**config.mk**
```make
export PLATFORM = sky130hd
export DESIGN_NAME = ternary_word_decoder
export DESIGN_NICKNAME = d
export VERILOG_FILES = /design/src/rtl/ternary_pkg.sv /design/src/rtl/ternary_horner_step.sv /design/src/rtl/ternary_word_decoder.sv
export SDC_FILE = /design/constraint.sdc
export NUM_CORES = 1
export LEC_CHECK = 0
export BUFFER_PORTS_ARGS = -buffer_cell sky130_fd_sc_hd__buf_2
export CAP_MARGIN = 20
export CORE_MARGIN = 2
export CORE_UTILIZATION = 39
export DETAILED_ROUTE_END_ITERATION = 10
export SYNTH_ARGS = -nofsm -noshare
export SYNTH_HDL_FRONTEND = slang
export SYNTH_HIERARCHICAL = 1
export SYNTH_SLANG_ARGS = --single-unit
```
**constraint.sdc**
```tcl
create_clock -name clk -period 3.66 [get_ports clk]
set_input_delay 0.732 -clock clk [delete_from_list [all_inputs] [get_ports clk]]
set_output_delay 0.732 -clock clk [all_outputs]
set_load 0.05 [all_outputs]
```
**src/rtl/ternary_pkg.sv**
```systemverilog
// Shared definitions for the ternary datapath: 2-bit trit codes,
// code-to-digit helpers and the word decoder state type.
package ternary_pkg;

  localparam logic [1:0] TRIT_ZERO = 2'b00;
  localparam logic [1:0] TRIT_ONE  = 2'b01;
  localparam logic [1:0] TRIT_TWO  = 2'b10;
  localparam logic [1:0] TRIT_INV  = 2'b11;

  typedef enum logic {
    ACCUM = 1'b0,
    HOLD  = 1'b1
  } dec_state_t;

  // The invalid code contributes nothing to the value; it is flagged separately.
  function automatic logic [1:0] trit_to_digit(input logic [1:0] code);
    logic [1:0] digit;
    case (code)
      TRIT_ONE: digit = 2'd1;
      TRIT_TWO: digit = 2'd2;
      default:  digit = 2'd0;
    endcase
    return digit;
  endfunction

  function automatic logic trit_is_invalid(input logic [1:0] code);
    return code == TRIT_INV;
  endfunction

endpackage

```
**src/rtl/ternary_horner_step.sv**
```systemverilog
// One Horner step of the ternary-to-binary conversion: acc_out = acc_in*3 + digit.
module ternary_horner_step
  import ternary_pkg::*;
#(
  parameter int BIN_W = 13
) (
  input  logic [BIN_W-1:0] acc_in,
  input  logic [1:0]       trit,
  output logic [BIN_W-1:0] acc_out,
  output logic             inv
);

  always_comb begin
    acc_out = (acc_in << 1) + acc_in + BIN_W'(trit_to_digit(trit));
    inv     = trit_is_invalid(trit);
  end

endmodule

```
**src/rtl/ternary_word_decoder.sv**
```systemverilog
// Serial ternary word reader: accumulates NTRITS trits MSB first and
// presents the binary value plus an invalid-code flag on a valid/ready port.
module ternary_word_decoder
  import ternary_pkg::*;
#(
  parameter int NTRITS = 8,
  parameter int BIN_W  = 13,
  parameter int CNT_W  = 4
) (
  input  logic             clk,
  input  logic             rst_n,
  input  logic             flush,
  input  logic [1:0]       trit_in,
  input  logic             trit_valid,
  output logic             trit_ready,
  output logic [BIN_W-1:0] bin_out,
  output logic             bin_err,
  output logic             bin_valid,
  input  logic             bin_ready
);

  localparam logic [CNT_W-1:0] LAST_CNT = CNT_W'(NTRITS - 1);

  dec_state_t       state_q, state_d;
  logic [BIN_W-1:0] acc_q, acc_d;
  logic [CNT_W-1:0] cnt_q, cnt_d;
  logic             err_sticky_q, err_sticky_d;
  logic [BIN_W-1:0] bin_out_q, bin_out_d;
  logic             bin_err_q, bin_err_d;
  logic             bin_valid_q, bin_valid_d;
  logic             trit_ready_q, trit_ready_d;

  logic [1:0]       step_trit;
  logic [BIN_W-1:0] step_acc;
  logic             step_inv;

  // Idle trit lines are forced to a known code so garbage never reaches the adder.
  assign step_trit = trit_valid ? trit_in : TRIT_ZERO;

  ternary_horner_step #(
    .BIN_W (BIN_W)
  ) u_step (
    .acc_in  (acc_q),
    .trit    (step_trit),
    .acc_out (step_acc),
    .inv     (step_inv)
  );

  always_comb begin
    state_d      = state_q;
    acc_d        = acc_q;
    cnt_d        = cnt_q;
    err_sticky_d = err_sticky_q;
    bin_out_d    = bin_out_q;
    bin_err_d    = bin_err_q;
    bin_valid_d  = bin_valid_q;
    trit_ready_d = trit_ready_q;

    if (flush) begin
      state_d      = ACCUM;
      acc_d        = '0;
      cnt_d        = '0;
      err_sticky_d = 1'b0;
      bin_valid_d  = 1'b0;
      trit_ready_d = 1'b1;
    end else begin
      case (state_q)
        ACCUM: begin
          if (trit_valid) begin
            if (cnt_q == LAST_CNT) begin
              bin_out_d    = step_acc;
              bin_err_d    = err_sticky_q | step_inv;
              state_d      = HOLD;
              acc_d        = '0;
              cnt_d        = '0;
              err_sticky_d = 1'b0;
              bin_valid_d  = 1'b1;
              trit_ready_d = 1'b0;
            end else begin
              acc_d        = step_acc;
              cnt_d        = cnt_q + CNT_W'(1);
              err_sticky_d = err_sticky_q | step_inv;
            end
          end
        end
        HOLD: begin
          if (bin_ready) begin
            state_d      = ACCUM;
            bin_valid_d  = 1'b0;
            trit_ready_d = 1'b1;
          end
        end
        default: begin
          state_d      = ACCUM;
          bin_valid_d  = 1'b0;
          trit_ready_d = 1'b1;
        end
      endcase
    end
  end

  always_ff @(posedge clk or negedge rst_n) begin
    if (!rst_n) begin
      state_q      <= ACCUM;
      acc_q        <= '0;
      cnt_q        <= '0;
      err_sticky_q <= 1'b0;
      bin_out_q    <= '0;
      bin_err_q    <= 1'b0;
      bin_valid_q  <= 1'b0;
      trit_ready_q <= 1'b1;
    end else begin
      state_q      <= state_d;
      acc_q        <= acc_d;
      cnt_q        <= cnt_d;
      err_sticky_q <= err_sticky_d;
      bin_out_q    <= bin_out_d;
      bin_err_q    <= bin_err_d;
      bin_valid_q  <= bin_valid_d;
      trit_ready_q <= trit_ready_d;
    end
  end

  assign trit_ready = trit_ready_q;
  assign bin_valid  = bin_valid_q;
  assign bin_out    = bin_out_q;
  assign bin_err    = bin_err_q;

endmodule

```
==> results of run 1 <==
worst register-to-register path, cell delays in order, from the launching register on:
cell and delay, ns:
dfrtp_1 0.42, fa_1 0.48, ha_1 0.24, fa_1 0.41, a21o_1 0.19, nand4_1 0.09
nand3_1 0.11, a211oi_1 0.27, xnor2_1 0.16, o21ai_0 0.10, a21oi_1 0.14
cells in the final DEF (no fill, tap or decap), types with 4 or more instances in the layout:
cell      synthesis  layout
mux2_2            6       6
ha_1             23      23
mux2_4            8       8
nor2_1            5       5
xnor2_1           6       6
dfrtp_1          34      34
a22o_1           11      11
a21oi_1          13      13
clkbuf_8          0       5
xor2_1            6       6
inv_1             4       4
o21ai_0          10      10
buf_2             0      22
nand2_1           4       4
nand3_1           8       8
final cells by class:
class	instances	area, sq um	area share, %
well taps	70	87.58	3.782
clock inverters	3	20.02	0.8644
flip-flops and latches	35	877.1	37.87
multi-input cells	132	1137	49.11
clock buffers	5	68.82	2.971
inverters	4	15.01	0.6483
repair buffers	22	110.1	4.754
final timing paths:
check,from,end,slack [ns],cells after the start
setup / recovery,trit_valid,acc_q[11],0.55,13
hold / removal,bin_out[8],bin_out[8],0.51,1
setup reg to reg,acc_q[0],acc_q[11],0.99,10
hold reg to reg,bin_out[8],bin_out[8],0.51,1
max in group asynchronous,rst_n,acc_q[12],2.65,1
min in group asynchronous,rst_n,bin_out[12],0.52,1
sequential cells by signal (all words and copies together) (netlist names):
register      count
bin_out          13
trit_ready        1
err_sticky_q      1
state_q           1
bin_valid         1
cnt_q             4
acc_q            13
bin_err           1
per-layer routing:
metal,GRT usage (%),part of all wire (%),vias up
li1,-,-,698
met2,23.30,44,19
met3,3.294,3.1,5
met1,20.66,51,664
met4,5.357,1.2,0
met5,0,0,-
kinds of logic after synthesis:
family	share of synthesized area [%]
adder cells (fa/ha/maj)	15.65
AND/OR/NAND/NOR	9.200
XOR/XNOR	5.018
buffers and inverters	3.823
AO/OA/AOI/OAI	15.47
flip-flops	41.88
multiplexers	8.961
metrics by stage:
stage	area [sq um]	power, mW	hold WS [ns]
global placement	2227	0.4933	0.4829
CTS	2316	0.7797	0.5108
finish	2316	0.7695	0.5079
global route	2316	0.8100	0.5289
detailed placement	2227	0.4945	0.4922
floorplan	2095	0.4685	0.4364
report_power, final:
group | switching [mW] | internal (mW)
Clock | 0.152 | 0.132
Sequential | 0.00724 | 0.395
Combinational | 0.0535 | 0.0290
==> flow_summary.yaml, run 1 <==
pwr:
  ir_drop_mv: 0.1525
  power.density_mw_per_mm2: 332.3
  p_leak_nw: 1.241
status:
  outcome: "finished clean"
routing:
  routed_wl_um: 3971
  drc_errors: 0
  firstDrtPassIters: 4
  final_antenna_net_count: 0
  wl_per_cell_um: 14.65
  drt_iter0_markers: 55
  viasPerCell: 5.114
  via_count: 1386
synth:
  synthTopCellsByCount: "dfrtp_1, ha_1, a21oi_1, a22o_1, o21ai_0"
  netlist_area_sq_mm: 0.002095
  ys_types: 41
  yosysMostFrequentCell: "dfrtp_1"
  synthCells: 178
  synth_top_area_cell: "dfrtp_1"
  synth_flop_cell: "dfrtp_1"
  syn_avg_cell_area_sq_um: 11.77
  synth-edff-count: 0
  synth-async-reset-ratio_pct: 100.0
  synth_top_area_share_pct: 40.62
  synth-seq-cells: 35
  ys_seq_area_share_pct: 41.88
  syn_nets: 210
  synthTopCellsByArea: "dfrtp_1, ha_1, mux2_4"
  yosys_warnings: 6
critical_path:
  cp_data_arrival_time_ns: 3.33
  crit_required_ns: 3.88
  crit_chain: "buf_2 > and2_1 > nor2b_1 > fa_1 > ha_1 > fa_1 > a21o_1 > nand4_1 > nand3_1 > a211oi_1 > xnor2_1 > o21ai_0 > a21oi_1"
  crit_type: "in2reg"
  timing.critical_path.max_delay_family: "adder cells"
  max_stage_delay_ns: 0.43
  crit_path_max_fanout: 5
  path_common_cell: "fa_1"
  start_kind: "input port"
  crit_slowest_cell: "fa_1"
  end_kind: "flop"
  path_buf_inv: 1
cts:
  cts_tree: "done"
  h-tree-depth: 2
  cts_buffer_depth: 2
  cts_sinks: 35
  cts_setup_buffers: 0
  ctsHoldBuffers: 0
  root_buffer: "clkbuf_8"
  cts_resized: 0
  clk_pin_slew_worst_paths_ns: 0.08
  numCtsBuffers: 5
  insertion_delay_ns: 0.29
floorplan:
  initial_utilization_pct: 40.75
  num_rows: 26
  dieArea_sq_mm: 0.005973
  fp.dieW_um: 77.29
  io_pins: 23
  die_h_um: 77.29
  core_sq_mm: 0.005140
global_route:
  grt_max_degree: 36
  antenna_found_initial: 0
  grt_use_total_pct: 15.03
  grt_first_pass_wirelength_um: 7031
  overflow: 0
  grt_pass1_vias: 1461
timing:
  tns_ns: 0
  finalWorstSetupSlack_ns: 0.5546
  slew_viol_final: 0
  setup_viol: 0
  tightest_slew_ns: 0.9700
  finalCritPeriodShare_pct: 84.85
  finalCriticalPeriod_ns: 3.105
  fin_skew_ns: 0.01078
  hold_violations: 0
  fmax_ghz: 0.3220
  slew-limit-headroom_pct: 35.10
  rsz0062_at_grt: "false"
finish:
  area_growth_pct: 10.57
  fin_nets: 232
  finalNonFillerCells: 271
  num_antenna_cells: 0
  drive_gt1_share_pct: 24.38
  n_fill_cell: 523
  post-route-util_pct: 45.06
placement:
  place_ws_ns: 0.2324
  placement.io_buffers: 22
  dp_cells: 263
  dp_hpwl_um: 2841
  globalplace.congestion: 0.7804
flow_run:
  drv_cap: 0
worst_hold_path:
  holdCritPathClass: "reg2reg"
Power figures use the tool's default switching activity.
==> run 2, diff against run 1 <==
==> constraint.sdc (replaced) <==
create_clock -name clk -period 3.2 [get_ports clk]
set_input_delay 0.64 -clock clk [delete_from_list [all_inputs] [get_ports clk]]
set_output_delay 0.64 -clock clk [all_outputs]
set_load 0.05 [all_outputs]
==> flow_summary.yaml, run 2 (synthesis results as in run 1) <==
critical_path:
  ff2ff_setup_slack_ns: 0.59
  crit_required_ns: 3.42
  start_kind: "input port"
  crit_path_max_fanout: 3
  cp_data_arrival_time_ns: 3.11
  crit_type: "in2reg"
  end_kind: "flop"
timing:
  finalCriticalPeriod_ns: 2.894
  slew_viol_final: 0
  hold_violations: 0
  finalCritPeriodShare_pct: 90.45
  setup_viol: 0
  fin_skew_ns: 0.01131
  tightest_slew_ns: 0.8557
  slew-limit-headroom_pct: 42.96
  hold_slack_ns: 0.4277
  finalWorstSetupSlack_ns: 0.3055
  rsz0062_at_grt: "false"
  fmax_ghz: 0.3455
finish:
  n_fill_cell: 512
  area_growth_pct: 13.74
  fin_nets: 237
  drive_gt1_share_pct: 26.70
  final_cell_mix: "dfrtp_1, ha_1, buf_2"
  num_antenna_cells: 0
  final_common_cell: "dfrtp_1"
flow_run:
  drv_cap: 0
routing:
  viasPerCell: 5.141
  drc_errors: 0
  drt_iter0_markers: 75
  firstDrtPassIters: 2
  wl_per_cell_um: 14.57
  final_antenna_net_count: 0
  via_count: 1419
  routed_wl_um: 4021
pwr:
  ir_drop_mv: 0.2634
  p_comb_share_pct: 10.0
  p_leak_nw: 1.284
  switching_share_pct: 25.44
  power.density_mw_per_mm2: 405.1
  clkPwrFrac_pct: 42.2
  pwr-share-seq_pct: 47.7
  p_int_mw: 0.7195
  p_sw_mw: 0.2455
cts:
  cts_sinks: 35
  cts_buffer_depth: 2
  clk_pin_slew_worst_paths_ns: 0.08
  h-tree-depth: 2
  numCtsBuffers: 5
  root_buffer: "clkbuf_8"
  insertion_delay_ns: 0.30
  cts_tree: "done"
  ctsHoldBuffers: 0
placement:
  globalplace.congestion: 0.7347
  placement.io_buffers: 22
  dp_hpwl_um: 2821
  place_ws_ns: -0.01466
global_route:
  grt_max_degree: 36
  grt_pass1_vias: 1435
  grt_first_pass_wirelength_um: 7010
  grt_use_total_pct: 15.07
  antenna_found_initial: 0
  overflow: 0
status:
  outcome: "finished clean"
floorplan:
  dieArea_sq_mm: 0.005973
  num_rows: 26
  initial_utilization_pct: 40.75
  io_pins: 23
  core_sq_mm: 0.005140
  fp.dieW_um: 77.29
  die_h_um: 77.29
worst_hold_path:
  holdCritPathClass: "in2async"
run 2: changes by cell type in the layout (fill, tap and decap cells not counted), sizes merged:
cell and delta:
clkinv +1, clkinvlp -2, buf +5, bufinv +1
run 2: power by group through the flow:
stage	logic (mW)	clock network (mW)	registers (mW)
2_1_floorplan	0.0585	0	0.477
6_report	0.0969	0.408	0.460
5_1_grt	0.109	0.438	0.462
4_1_cts	0.0989	0.418	0.460
3_3_place_gp	0.0969	0	0.469
3_5_place_dp	0.0975	0	0.469
run 2: layout make-up:
type / count / area (sq um) / area share (%)
timing repair buffer: 27 / 147.6 / 6.198
clock buffer: 5 / 68.82 / 2.889
multi-input combinational: 132 / 1142 / 47.95
sequential: 35 / 877.1 / 36.82
tap: 70 / 87.58 / 3.676
inverter: 4 / 15.01 / 0.6303
clock inverter: 3 / 43.79 / 1.838
run 2: path summary, 6_finish.rpt:
| check | from | cells past startpoint | to |
|---|---|---|---|
| worst max-delay path | trit_valid | 13 | acc_q[11] |
| worst min-delay path | rst_n | 1 | cnt_q[1] |
| worst max register to register | acc_q[0] | 10 | acc_q[11] |
| worst min register to register | bin_out[8] | 1 | bin_out[8] |
| max in group asynchronous | rst_n | 1 | bin_out[12] |
| min in group clk | bin_out[8] | 1 | bin_out[8] |
run 2: per-stage QoR:
step	setup TNS (ns)	std cells	power (mW)	cell area, sq um	util, %
2_1_floorplan	0	178	0.5358	2095	-
3_3_place_gp	0	268	0.5663	2265	44.06
3_5_place_dp	-0.02421	268	0.5665	2265	44.06
4_1_cts	0	276	0.9770	2377	46.25
5_1_grt	0	276	1.010	2382	46.35
6_report	0	276	0.9650	2382	46.35
run 2: layer usage:
| layer | global-route usage (%) | up-vias | share of wire (%) |
|---|---|---|---|
| li1 | - | 709 | - |
| met5 | 0 | - | 0 |
| met4 | 5.893 | 0 | 1.6 |
| met3 | 3.882 | 5 | 3.5 |
| met2 | 22.17 | 19 | 44 |
| met1 | 21.15 | 686 | 51 |
run 2: timing repair:
item,4_1_cts,5_1_grt
gates resized for setup,0,1
setup buffers,0,0
endpoints found under the setup margin,0,1
run 2: worst max-delay path, cell delays in order:
cell	delay, ns
buf_2	0.09
and2_1	0.15
nor2b_1	0.17
fa_1	0.44
ha_1	0.24
fa_1	0.38
a21o_1	0.18
nand4_1	0.08
nand3_1	0.11
a211oi_2	0.21
xnor2_1	0.15
o21ai_0	0.11
a21oi_1	0.15
